## config.mk

```make
export PLATFORM = sky130hd
export DESIGN_NAME = sched_tick_gen
export DESIGN_NICKNAME = d
export VERILOG_FILES = /design/src/rtl/sched_tick_gen.sv
export SDC_FILE = /design/constraint.sdc
export NUM_CORES = 1
export LEC_CHECK = 0
export CAP_MARGIN = 20
export CORE_MARGIN = 1
export CORE_UTILIZATION = 55
export DETAILED_ROUTE_END_ITERATION = 10
export MAX_ROUTING_LAYER = met4
export PLACE_DENSITY = 0.75
export SETUP_SLACK_MARGIN = 0.02
export SYNTH_ARGS = -nofsm -noshare
export SYNTH_HDL_FRONTEND = slang
export SYNTH_SLANG_ARGS = --single-unit
```

## constraint.sdc

```tcl
create_clock -name clk -period 3.8 [get_ports clk]
set_clock_uncertainty 0.2 [all_clocks]
set_input_delay 0.38 -clock clk [delete_from_list [all_inputs] [get_ports clk]]
set_output_delay 0.38 -clock clk [all_outputs]
set_load 0.02 [all_outputs]
```

## src/rtl/sched_tick_gen.sv

```systemverilog
// Multi-channel programmable tick scheduler: per-channel offset/period down-counters under a run-length FSM.
// Optional one-shot channel mode is built when SCHED_TICK_ONESHOT_EN is defined.
module sched_tick_gen #(
  parameter int unsigned NCH   = 4,
  parameter int unsigned CNT_W = 16,
  localparam int unsigned CH_W = (NCH > 1) ? $clog2(NCH) : 1
) (
  input  logic             clk,
  input  logic             rst_n,
  input  logic             start,
  input  logic             cfg_we,
  input  logic [CH_W-1:0]  cfg_ch,
  input  logic [CNT_W-1:0] cfg_offset,
  input  logic [CNT_W-1:0] cfg_period,
  input  logic             cfg_oneshot,
  input  logic [CNT_W-1:0] limit,
  output logic [NCH-1:0]   tick,
  output logic [NCH-1:0]   phase,
  output logic             running,
  output logic             done,
  output logic [CNT_W-1:0] cyc_cnt
);

  typedef enum logic [1:0] {IDLE, RUN, DONE} state_t;

  state_t           state_q, state_d;
  logic [CNT_W-1:0] offset_q   [NCH];
  logic [CNT_W-1:0] period_q   [NCH];
  logic [CNT_W-1:0] cnt_q      [NCH];
  logic [CNT_W-1:0] cnt_d      [NCH];
  logic [CNT_W-1:0] eff_offset [NCH];
  logic [CNT_W-1:0] eff_period [NCH];
  logic [NCH-1:0]   wr_sel;
  logic [NCH-1:0]   en;
  logic [NCH-1:0]   tick_d, phase_d;
  logic [CNT_W-1:0] cyc_d, cyc_inc;

`ifdef SCHED_TICK_ONESHOT_EN
  logic [NCH-1:0] oneshot_q, spent_q, spent_d, eff_oneshot;
`else
  logic unused_oneshot;
  assign unused_oneshot = cfg_oneshot;
`endif

  // Next-state and datapath; a config write in the same cycle is forwarded so start sees it.
  always_comb begin
    state_d = state_q;
    cyc_d   = cyc_cnt;
    cyc_inc = cyc_cnt + CNT_W'(1);
    tick_d  = '0;
    phase_d = phase;
    cnt_d   = cnt_q;
    wr_sel  = '0;
    en      = '0;
`ifdef SCHED_TICK_ONESHOT_EN
    spent_d     = spent_q;
    eff_oneshot = oneshot_q;
`endif
    for (int i = 0; i < int'(NCH); i++) begin
      wr_sel[i]     = cfg_we && (32'(cfg_ch) == 32'(i));
      eff_offset[i] = wr_sel[i] ? cfg_offset : offset_q[i];
      eff_period[i] = wr_sel[i] ? cfg_period : period_q[i];
`ifdef SCHED_TICK_ONESHOT_EN
      if (wr_sel[i]) eff_oneshot[i] = cfg_oneshot;
      en[i] = (eff_period[i] != '0) && !spent_q[i];
`else
      en[i] = (eff_period[i] != '0);
`endif
    end

    if (start) begin
      state_d = RUN;
      cyc_d   = '0;
      phase_d = '0;
      for (int i = 0; i < int'(NCH); i++) cnt_d[i] = eff_offset[i];
`ifdef SCHED_TICK_ONESHOT_EN
      spent_d = '0;
`endif
    end else if (state_q == RUN) begin
      cyc_d = cyc_inc;
      if ((limit != '0) && (cyc_inc == limit)) state_d = DONE;
      for (int i = 0; i < int'(NCH); i++) begin
        if (en[i]) begin
          if (cnt_q[i] == '0) begin
            tick_d[i]  = 1'b1;
            phase_d[i] = ~phase[i];
            cnt_d[i]   = eff_period[i] - CNT_W'(1);
`ifdef SCHED_TICK_ONESHOT_EN
            spent_d[i] = eff_oneshot[i];
`endif
          end else begin
            cnt_d[i] = cnt_q[i] - CNT_W'(1);
          end
        end
      end
    end
  end

  // State, outputs and config storage.
  always_ff @(posedge clk or negedge rst_n) begin
    if (!rst_n) begin
      state_q <= IDLE;
      running <= 1'b0;
      done    <= 1'b0;
      cyc_cnt <= '0;
      tick    <= '0;
      phase   <= '0;
      for (int i = 0; i < int'(NCH); i++) begin
        offset_q[i] <= '0;
        period_q[i] <= '0;
        cnt_q[i]    <= '0;
      end
`ifdef SCHED_TICK_ONESHOT_EN
      oneshot_q <= '0;
      spent_q   <= '0;
`endif
    end else begin
      state_q <= state_d;
      running <= (state_d == RUN);
      done    <= (state_d == DONE);
      cyc_cnt <= cyc_d;
      tick    <= tick_d;
      phase   <= phase_d;
      for (int i = 0; i < int'(NCH); i++) begin
        cnt_q[i]    <= cnt_d[i];
        offset_q[i] <= eff_offset[i];
        period_q[i] <= eff_period[i];
      end
`ifdef SCHED_TICK_ONESHOT_EN
      oneshot_q <= eff_oneshot;
      spent_q   <= spent_d;
`endif
    end
  end

endmodule

```

==> Word level (Yosys, flattened, before mapping) <==
Cells that the tools add are included.
W data, S select, Z words.
{ "word_totals": {"out_inout_bits": 26, "ff_bits": 220, "word_cells": 116} }
{ "op_classes": {"n_bitwise": 4, "addsub": 9, "reduce_logical": 32, "n_eq_ne": 7, "n_mux": 43} }
{ "op_table": {"columns": ["operator", "count"], "rows": [
  ["$mux W16", 18],
  ["$mux W64", 2],
  ["$sub A16 B1 Y16 const B", 8],
  ["$reduce_bool A16 Y1", 5],
  ["$logic_not A16 Y1", 4],
  ["$reduce_bool A2 Y1", 9],
  ["$add A16 B1 Y16 const B", 1],
  ["$eq A16 B16 Y1", 1],
  ["$mux W1", 16],
  ["$mux W4", 4],
  ["$reduce_and A3 Y1", 4],
  ["$reduce_and A2 Y1", 4],
  ["$eq A2 B1 Y1 const B", 3],
  ["$eq A2 B2 Y1 const B", 3],
  ["$mux W2", 3],
  ["$logic_and A1 B1 Y1", 5],
  ["$not A1 Y1", 4],
  ["$logic_not A2 Y1", 1]
]} }

==> Logic depth before layout (Yosys ltp) <==
Gate-level depths: netlist of the first run.
{ "depth": {"ltp_word": 8, "depth_mapped": 17, "ltp_nobuf": 12} }

==> Worst setup path after synthesis of the first run <==
No wires, ideal clock.
{ "synth_timing": {"path_type": "input to register", "from": "input cfg_ch[0]", "to": "register cnt_q[28] (netlist name)", "setup_time_ns": 0.066, "t_arrival_ns": 3.835, "path_buffers": 6, "t_required_ns": 3.534, "slack_ns": -0.301, "cell_stages": 15, "cell_sequence": "buf_6 nand3b_4 buf_2 buf_2 buf_1 buf_2 mux2_2 a21oi_1 ha_1 nand2b_1 or4b_1 buf_2 or4_1 a21oi_1 o31a_1"} }
{ "synth_rtl": {"columns": ["item", "line", "rtl"], "rows": [
  ["start: declaration", "12", "input logic [CH_W-1:0] cfg_ch,"],
  ["end signal: indexed assignment", "125", "cnt_q[i] <= cnt_d[i];"],
  ["end: declaration", "29", "logic [CNT_W-1:0] cnt_q [NCH];"]
]} }

==> Worst setup path after layout of the first run <==
{ "layout_timing": {"from": "register cnt_q[3] (netlist name)", "to": "register cnt_q[6] (netlist name)"} }
{ "layout_via": {"elab_chain_cells": 5} }
{ "layout_lines": {"columns": ["item", "line", "rtl"], "rows": [
  ["$sub A16 B1 Y16 / $logic_not A16 Y1 (equally long branches)", "92, 84", null],
  ["$mux W16 *", "84", "if (cnt_q[i] == '0) begin"],
  ["$mux W16 *", "83", "if (en[i]) begin"],
  ["$mux W64 *", "79", "end else if (state_q == RUN) begin"],
  ["$mux W64 *", "71", "if (start) begin"]
]} }
Mark *: on every way between the ends. The rest lies on a longest branch, timed or not. The select of a mux whose other input is x is not followed.
A chain may end at the register's enable or synchronous reset.

==> Implementation_results.wiki, run 1 <==
{| class="wikitable"
! Metric !! Value
|-
| Run status || finished, final reports clean
|-
| Capturing element type of the critical path || flip-flop
|-
| Max cap viols || 0
|-
| Area contributors post-synth || sky130_fd_sc_hd__dfrtp_1 (44%), sky130_fd_sc_hd__nand2_1 (8.2%), sky130_fd_sc_hd__mux2_2 (5.7%)
|-
| Maximum level of the CTS H-tree || 1
|-
| Number of top-level pins || 81
|-
| Total global routing track utilization || 34.0%
|-
| Clk slew on worst S/H paths || 0.06 ns
|-
| Maximum clock path buffer count || 3
|-
| Length of routed wiring on met1 || 16300 um
|-
| Hold Startpoint || start
|-
| Sequential fraction of the synthesis area || 43.7%
|-
| Peak supply drop || 0.375 mV
|-
| Detailed Route Iter0 Violations || 1174
|-
| Die Outline Area || 23500 sq um
|-
| Antenna violations before repair || 1
|-
| Clock tree sinks || 220
|-
| Detailed-route wire length per cell || 21.0 um
|-
| Cells after synthesis || 1419
|-
| Total area of multi-input combinational cells || 6610 sq um
|-
| Die height || 153 um
|-
| Standard-cell rows || 55
|-
| Largest net degree at the start of global routing || 87
|-
| Final number of hold-violating endpoints || 0
|-
| Total met3 wirelength after detailed routing || 3390 um
|-
| Post-Syn Nets || 1479
|-
| Cts bufs inserted || 25
|-
| Min Tclk post-route || 3.26 ns
|-
| Number of register bits inferred by synthesis || 220
|-
| Via Count || 11500
|-
| Relative area change from synthesis to final layout || 17.5%
|-
| Final instance count without filler cells || 1815
|-
| Top routing layer used || met4
|-
| Tcrit/Tclk final || 85.9%
|-
| Cell area after technology mapping || 12600 sq um
|-
| Leakage dissipation || 0.00649 uW
|-
| Most used flip-flop cell after synthesis || sky130_fd_sc_hd__dfrtp_1
|-
| Grt ovf || 0
|-
| Power density cells || 457 nW/um^2
|-
| Maximum fanout count along the critical path || 4
|-
| Horiz. Die Dim || 153 um
|-
| Cell with the most instances after synthesis || sky130_fd_sc_hd__nand2_1
|-
| First drt pass iteration count || 5
|-
| Proportion of netlist area held by the largest area contributor || 43.7%
|-
| Total Routed Length || 38100 um
|-
| Final Wtd Congestion || 0.961
|-
| Async set-reset flop share out of synthesis || 100%
|-
| Met2 wire length || 16800 um
|-
| Vias in the first global route || 11100
|-
| Startpoint of the worst-slack reg-to-reg timing path || cnt_q[3]$_DFFE_PN0P_
|-
| Count of unique library cells instantiated by Yosys || 82
|-
| Flip-flop and latch area || 5510 sq um
|-
| Detailed Place HPWL || 26400 um
|-
| Final setup vio count || 0
|-
| Post-placement setup slack || 0.0569 ns
|-
| Total negative slack || 0 ns
|-
| Number of DRC violations after detailed routing || 0
|-
| Timing-limited maximum frequency || 306 MHz
|-
| Number of nets with antenna violations after detailed routing || 0
|-
| Later-pin clock latency in the skew report || 0.53 ns
|-
| Routed via count divided by cell count || 6.34
|-
| Starting density of the core || 55.8%
|-
| Worst Tran Pin Value || 0.813 ns
|-
| Count of filler cells inserted in the layout || 1863
|-
| Setup repair after global routing missed its margin || no
|-
| Source of the critical timing path || cnt_q[3]$_DFFE_PN0P_
|-
| Commonest cells in the synthesized netlist || sky130_fd_sc_hd__nand2_1 (274), sky130_fd_sc_hd__dfrtp_1 (220), sky130_fd_sc_hd__nor2_1 (109), sky130_fd_sc_hd__a21oi_1 (69), sky130_fd_sc_hd__mux2_2 (64)
|-
| Arrival time of data at the critical path endpoint || 3.47 ns
|-
| Top cell type by total area after synthesis || sky130_fd_sc_hd__dfrtp_1
|-
| Hold WC Path Type || in2reg
|-
| Headroom to the max-slew limit || 45.3%
|-
| Number of enable-type register cells in the synthesized netlist || 0
|-
| Proportion of layout cells with a drive suffix above 1 || 13.5%
|-
| Mean post-synth cell area || 8.88 sq um
|-
| Placed insts || 1770
|-
| Final-stage net count || 1573
|-
| Count of synthesis-stage warnings from yosys || 0
|-
| First-pass GRT wire length || 60800 um
|-
| CTS tree || built
|-
| Setup slack of the critical path after layout || 0.537 ns
|-
| Endpoint required time on the critical path || 4.01 ns
|-
| Port bufs || 79
|-
| Root buffer selected by CTS || sky130_fd_sc_hd__clkbuf_16
|-
| Count of pins over their slew limit || 0
|-
| Core Box Area || 22600 sq um
|-
| Path type of the worst setup path || reg2reg
|-
| Startpoint Class || flip-flop
|}
[worst max-delay path, cell delays in order (launching register included)]
cell,delay (ns)
sky130_fd_sc_hd__dfrtp_1,0.41
sky130_fd_sc_hd__or3_1,0.46
sky130_fd_sc_hd__nor4_4,0.26
sky130_fd_sc_hd__and3_1,0.27
sky130_fd_sc_hd__a21oi_1,0.11
sky130_fd_sc_hd__ha_1,0.22
sky130_fd_sc_hd__nor2b_1,0.18
sky130_fd_sc_hd__nand2b_1,0.10
sky130_fd_sc_hd__buf_4,0.12
sky130_fd_sc_hd__nor2_1,0.03
sky130_fd_sc_hd__o21ai_1,0.18
sky130_fd_sc_hd__o21ai_0,0.15
sky130_fd_sc_hd__a22o_1,0.21
sky130_fd_sc_hd__mux2_2,0.26
[logic make-up after synthesis]
family / count (synthesis) / share of synthesized area, %
xor gates and xnor gates: 35 / 2.43
DFF: 220 / 43.7
buffers and inverters: 122 / 3.95
muxes: 108 / 9.21
adders and majority gates: 5 / 0.496
AOI/OAI and AO/OA: 319 / 17.2
and+or+nand+nor: 610 / 23.0
[through the flow]
step,cell area (sq um),util (%),total power [uW],hold slack (ns)
2_1_floorplan,12600,-,3940,-0.116
3_3_place_gp,14000,62.1,4400,0.232
3_5_place_dp,14000,62.1,4460,0.232
4_1_cts,14800,65.6,6760,0.189
5_1_grt,14800,65.6,7080,0.235
6_report,14800,65.6,6760,0.208
[repair_timing]
item                      4_1_cts  5_1_grt
hold buffers                    1        0
resized for setup               0        0
setup buffers                   0        0
hold endpoints to repair       83        0
[worst paths after layout]
kind	end	slack [ns]	cells after the start
setup / recovery	cnt_q[6]$_DFFE_PN0P_	0.54	13
hold / removal	cyc_cnt[4]$_DFFE_PN0P_	0.21	2
setup reg to reg	cnt_q[6]$_DFFE_PN0P_	0.54	13
hold reg to reg	offset_q[50]$_DFF_PN0_	0.27	2
max in group asynchronous	period_q[17]$_DFF_PN0_	2.16	3
min in group asynchronous	cnt_q[55]$_DFFE_PN0P_	0.25	2
[sequential cells by signal, indices dropped and copies added, names as in the netlist]
register,count
cnt_q,64
cyc_cnt,16
done,1
offset_q,64
period_q,64
phase,4
running,1
state_q,2
tick,4
[routing by layer]
metal,vias up,track usage [%]
met4,0,14.0
met5,-,-
met3,96,6.75
met1,5589,45.8
met2,490,50.1
li1,5329,-
[area by class of cell]
type | count | share of cell area, %
antenna | 1 | 0.0169
tap | 285 | 2.41
timing repair buffer | 158 | 9.72
inverter | 31 | 0.786
multi-input combinational | 1077 | 44.7
sequential | 220 | 37.2
clock inverter | 7 | 0.431
clock buffer | 36 | 4.78
[report_power, final]
part           switching, uW  internal [uW]
sequential               295           2720
clock                    942           1350
combinational            828            622
[cells in the final DEF (no fill, tap or decap), types with 31 or more instances in the layout]
master,n
sky130_fd_sc_hd__nand2_1,274
sky130_fd_sc_hd__dfrtp_1,220
sky130_fd_sc_hd__nor2_1,109
sky130_fd_sc_hd__clkdlybuf4s50_1,77
sky130_fd_sc_hd__buf_4,75
sky130_fd_sc_hd__a21oi_1,68
sky130_fd_sc_hd__mux2_2,64
sky130_fd_sc_hd__o21ai_0,55
sky130_fd_sc_hd__nor3_1,51
sky130_fd_sc_hd__mux2i_1,44
sky130_fd_sc_hd__nor4_1,38
sky130_fd_sc_hd__inv_1,31
Power figures use the tool's default switching activity.
==> run 2: changes to the inputs <==
Settings changed: CTS_CLUSTER_SIZE set to 25, GPL_ROUTABILITY_DRIVEN set to 1.
Clock period 3.8 ns to 3.2 ns, I/O delays scaled along.
==> Implementation_results.wiki, run 2 (synthesized netlist as in run 1, its figures left out) <==
{| class="wikitable"
! Metric !! Value
|-
| Run status || finished, final reports clean
|-
| Final hold slack || 0.130 ns (-0.0778 ns)
|-
| Hold WC Path Type || in2async
|-
| Vias in the first global route || 11500 (+4.3%)
|-
| Family of cells with the greatest summed delay on the critical path || simple AND/OR/NAND/NOR gates
|-
| Die height || 153 um (unchanged)
|-
| Root buffer selected by CTS || sky130_fd_sc_hd__clkbuf_16
|-
| Total area of multi-input combinational cells || 6740 sq um (+1.9%)
|-
| Maximum level of the CTS H-tree || 1 (unchanged)
|-
| Maximum fanout count along the critical path || 6 (+2)
|-
| Top routing layer used || met4
|-
| CTS tree || built
|-
| Headroom to the max-slew limit || 54.0% (+8.7 points)
|-
| Post-layout utilization of the core || 69.6% (+4.0 points)
|-
| Antenna violations before repair || 0 (-1)
|-
| Core Box Area || 22600 sq um (unchanged)
|-
| Total Routed Length || 39500 um (+3.7%)
|-
| Power density cells || 535 nW/um^2 (+17%)
|-
| Detailed Place HPWL || 27700 um (+4.8%)
|-
| Final-stage net count || 1667 (+6.0%)
|-
| Diode count || 0 (-1)
|-
| Port bufs || 79 (unchanged)
|-
| Max cap viols || 0 (unchanged)
|-
| Final number of hold-violating endpoints || 0 (unchanged)
|-
| Final Wtd Congestion || 0.930 (-3.2%)
|-
| Most frequent cells in the layout || sky130_fd_sc_hd__nand2_1 (274), sky130_fd_sc_hd__dfrtp_1 (220), sky130_fd_sc_hd__buf_4 (169)
|-
| Clock power share || 34.1% (+0.2 points)
|-
| Detailed-route wire length per cell || 20.7 um (-1.4%)
|-
| Delay contributed by the slowest stage of the critical path || 0.46 ns (about the same)
|-
| Startpoint Class || flip-flop
|-
| Clk slew on worst S/H paths || 0.06 ns (about the same)
|-
| First-pass GRT wire length || 62600 um (+3.0%)
|-
| Horiz. Die Dim || 153 um (unchanged)
|-
| Later-pin clock latency in the skew report || 0.53 ns (about the same)
|-
| Via Count || 12000 (+3.9%)
|-
| Clock tree sinks || 220 (unchanged)
|-
| Grt ovf || 0 (unchanged)
|-
| Proportion of layout cells with a drive suffix above 1 || 20.3% (+6.8 points)
|-
| Maximum clock path buffer count || 3 (unchanged)
|-
| Cts bufs inserted || 24 (-4.0%)
|-
| Standard-cell rows || 55 (unchanged)
|-
| Number of nets with antenna violations after detailed routing || 0 (unchanged)
|-
| Die Outline Area || 23500 sq um (unchanged)
|-
| Relative contribution of sequential cells to total power || 42.6% (-2.0 points)
|-
| Final setup vio count || 0 (unchanged)
|-
| Largest net degree at the start of global routing || 121 (+39%)
|-
| Cell Area, Placed || 14800 sq um (+5.8%)
|-
| Slowest CP cell || sky130_fd_sc_hd__or3b_4
|-
| Detailed Route Iter0 Violations || 1224 (+4.3%)
|-
| First drt pass iteration count || 6 (+1)
|-
| Setup repair after global routing missed its margin || no
|-
| Count of pins over their slew limit || 0 (unchanged)
|-
| Total negative slack || 0 ns (unchanged)
|-
| Leakage dissipation || 0.00701 uW (+8.1%)
|-
| Crit path buffers/inverters || 1 (unchanged)
|-
| Total met3 wirelength after detailed routing || 2730 um (-20%)
|-
| Met2 wire length || 17900 um (+6.1%)
|-
| Number of DRC violations after detailed routing || 0 (unchanged)
|-
| Most common cell after layout, fill and taps aside || sky130_fd_sc_hd__nand2_1
|-
| Count of filler cells inserted in the layout || 1754 (-5.9%)
|-
| Endpoint required time on the critical path || 3.48 ns (-0.53 ns)
|-
| Internal power component || 5830 uW (+24%)
|-
| Cell-by-cell trace of the critical path || or3_4 > or3b_4 > nor2_4 > a21oi_1 > ha_2 > nand2b_1 > buf_4 > nor2_1 > nand3_1 > o31ai_1 > a2111oi_2 > a22o_1
|-
| Min Tclk post-route || 3.04 ns (-0.228 ns)
|-
| Combinational share of power || 23.3% (+1.8 points)
|-
| Switch Pwr || 2580 uW (+25%)
|-
| Total global routing track utilization || 34.9% (+0.90 points)
|-
| Biggest regs || cnt_q x64, offset_q x64, period_q x64
|-
| Sw Share || 30.6% (+0.095 points)
|-
| Capturing element type of the critical path || flip-flop
|-
| Peak supply drop || 0.478 mV (+28%)
|-
| Flip-flop and latch area || 5510 sq um (unchanged)
|-
| Setup slack of the critical path after layout || 0.165 ns (-0.372 ns)
|-
| Arrival time of data at the critical path endpoint || 3.31 ns (-0.16 ns)
|-
| Length of routed wiring on met1 || 17100 um (+5.3%)
|-
| Number of top-level pins || 81 (unchanged)
|-
| Routed via count divided by cell count || 6.26 (-1.3%)
|-
| Path type of the worst setup path || reg2reg
|-
| Timing-limited maximum frequency || 329 MHz (+7.5%)
|-
| Tcrit/Tclk final || 94.8% (+9.0 points)
|-
| Relative area change from synthesis to final layout || 24.6%
|-
| Starting density of the core || 55.8% (unchanged)
|-
| Worst Tran Pin Value || 0.684 ns (-0.129 ns)
|-
| Post-route cell area || 15700 sq um (+6.1%)
|-
| Post-placement setup slack || -0.368 ns (-0.425 ns)
|}
[run 2: cell type report]
class	instances	share of cell area (%)
timing repair buffer	253	13.8
clock inverter	9	0.677
clock buffer	35	4.53
multi-input combinational	1077	42.9
tap	285	2.27
sequential	220	35.1
inverter	31	0.741
[run 2: repair_timing]
action | in CTS | in global routing
setup endpoints to repair | 0 | 14
hold buffers | 1 | 0
setup buffers | 0 | 1
resized for setup | 0 | 11
endpoints found under the hold margin | 65 | 0
[run 2: worst paths after layout]
check	startpoint	endpoint	slack, ns	cells after the start
min reg2reg	offset_q[53]$_DFF_PN0_	offset_q[53]$_DFF_PN0_	0.27	2
max	cnt_q[35]$_DFFE_PN0P_	cnt_q[38]$_DFFE_PN0P_	0.16	12
max in group asynchronous	rst_n	offset_q[36]$_DFF_PN0_	1.74	3
min in group clk	start	phase[3]$_DFFE_PN0P_	0.16	3
min	rst_n	period_q[56]$_DFF_PN0_	0.13	2
max reg2reg	cnt_q[35]$_DFFE_PN0P_	cnt_q[38]$_DFFE_PN0P_	0.16	12
[run 2: worst reg2reg max path: cells and delay by family, from the launching register on]
kind                       cells  cell delay (ns)
AOI/OAI and AO/OA              4             0.72
adders and majority gates      1             0.21
buffers and inverters          1             0.13
DFF                            1             0.42
and+or+nand+nor                6             1.30
[run 2: through the flow]
stage	total power, uW	cells
finish	8400	1910
global placement	5430	1864
global route	8770	1910
floorplan	4720	1419
detailed placement	5510	1864
CTS	8380	1909
[run 2: power groups by stage]
stage                     combinational (uW)  sequential, uW  clock (uW)
after detailed placement                1900            3600           0
final                                   1960            3580        2870
after global routing                    2150            3630        2990
after CTS                               1920            3560        2900
after global placement                  1850            3590           0
after floorplan                         1210            3510           0
[run 2: layer usage]
| metal | track usage, % | up-vias |
|---|---|---|
| met5 | - | - |
| met4 | 13.9 | 0 |
| met3 | 4.51 | 107 |
| met2 | 53.1 | 516 |
| met1 | 47.3 | 5805 |
| li1 | - | 5524 |
==> run 3: changes to the inputs <==
Settings changed: CAP_MARGIN 20 to unset.
==> results of run 3 <==
No change in the layout: final DEF, timing and power equal those of run 2.
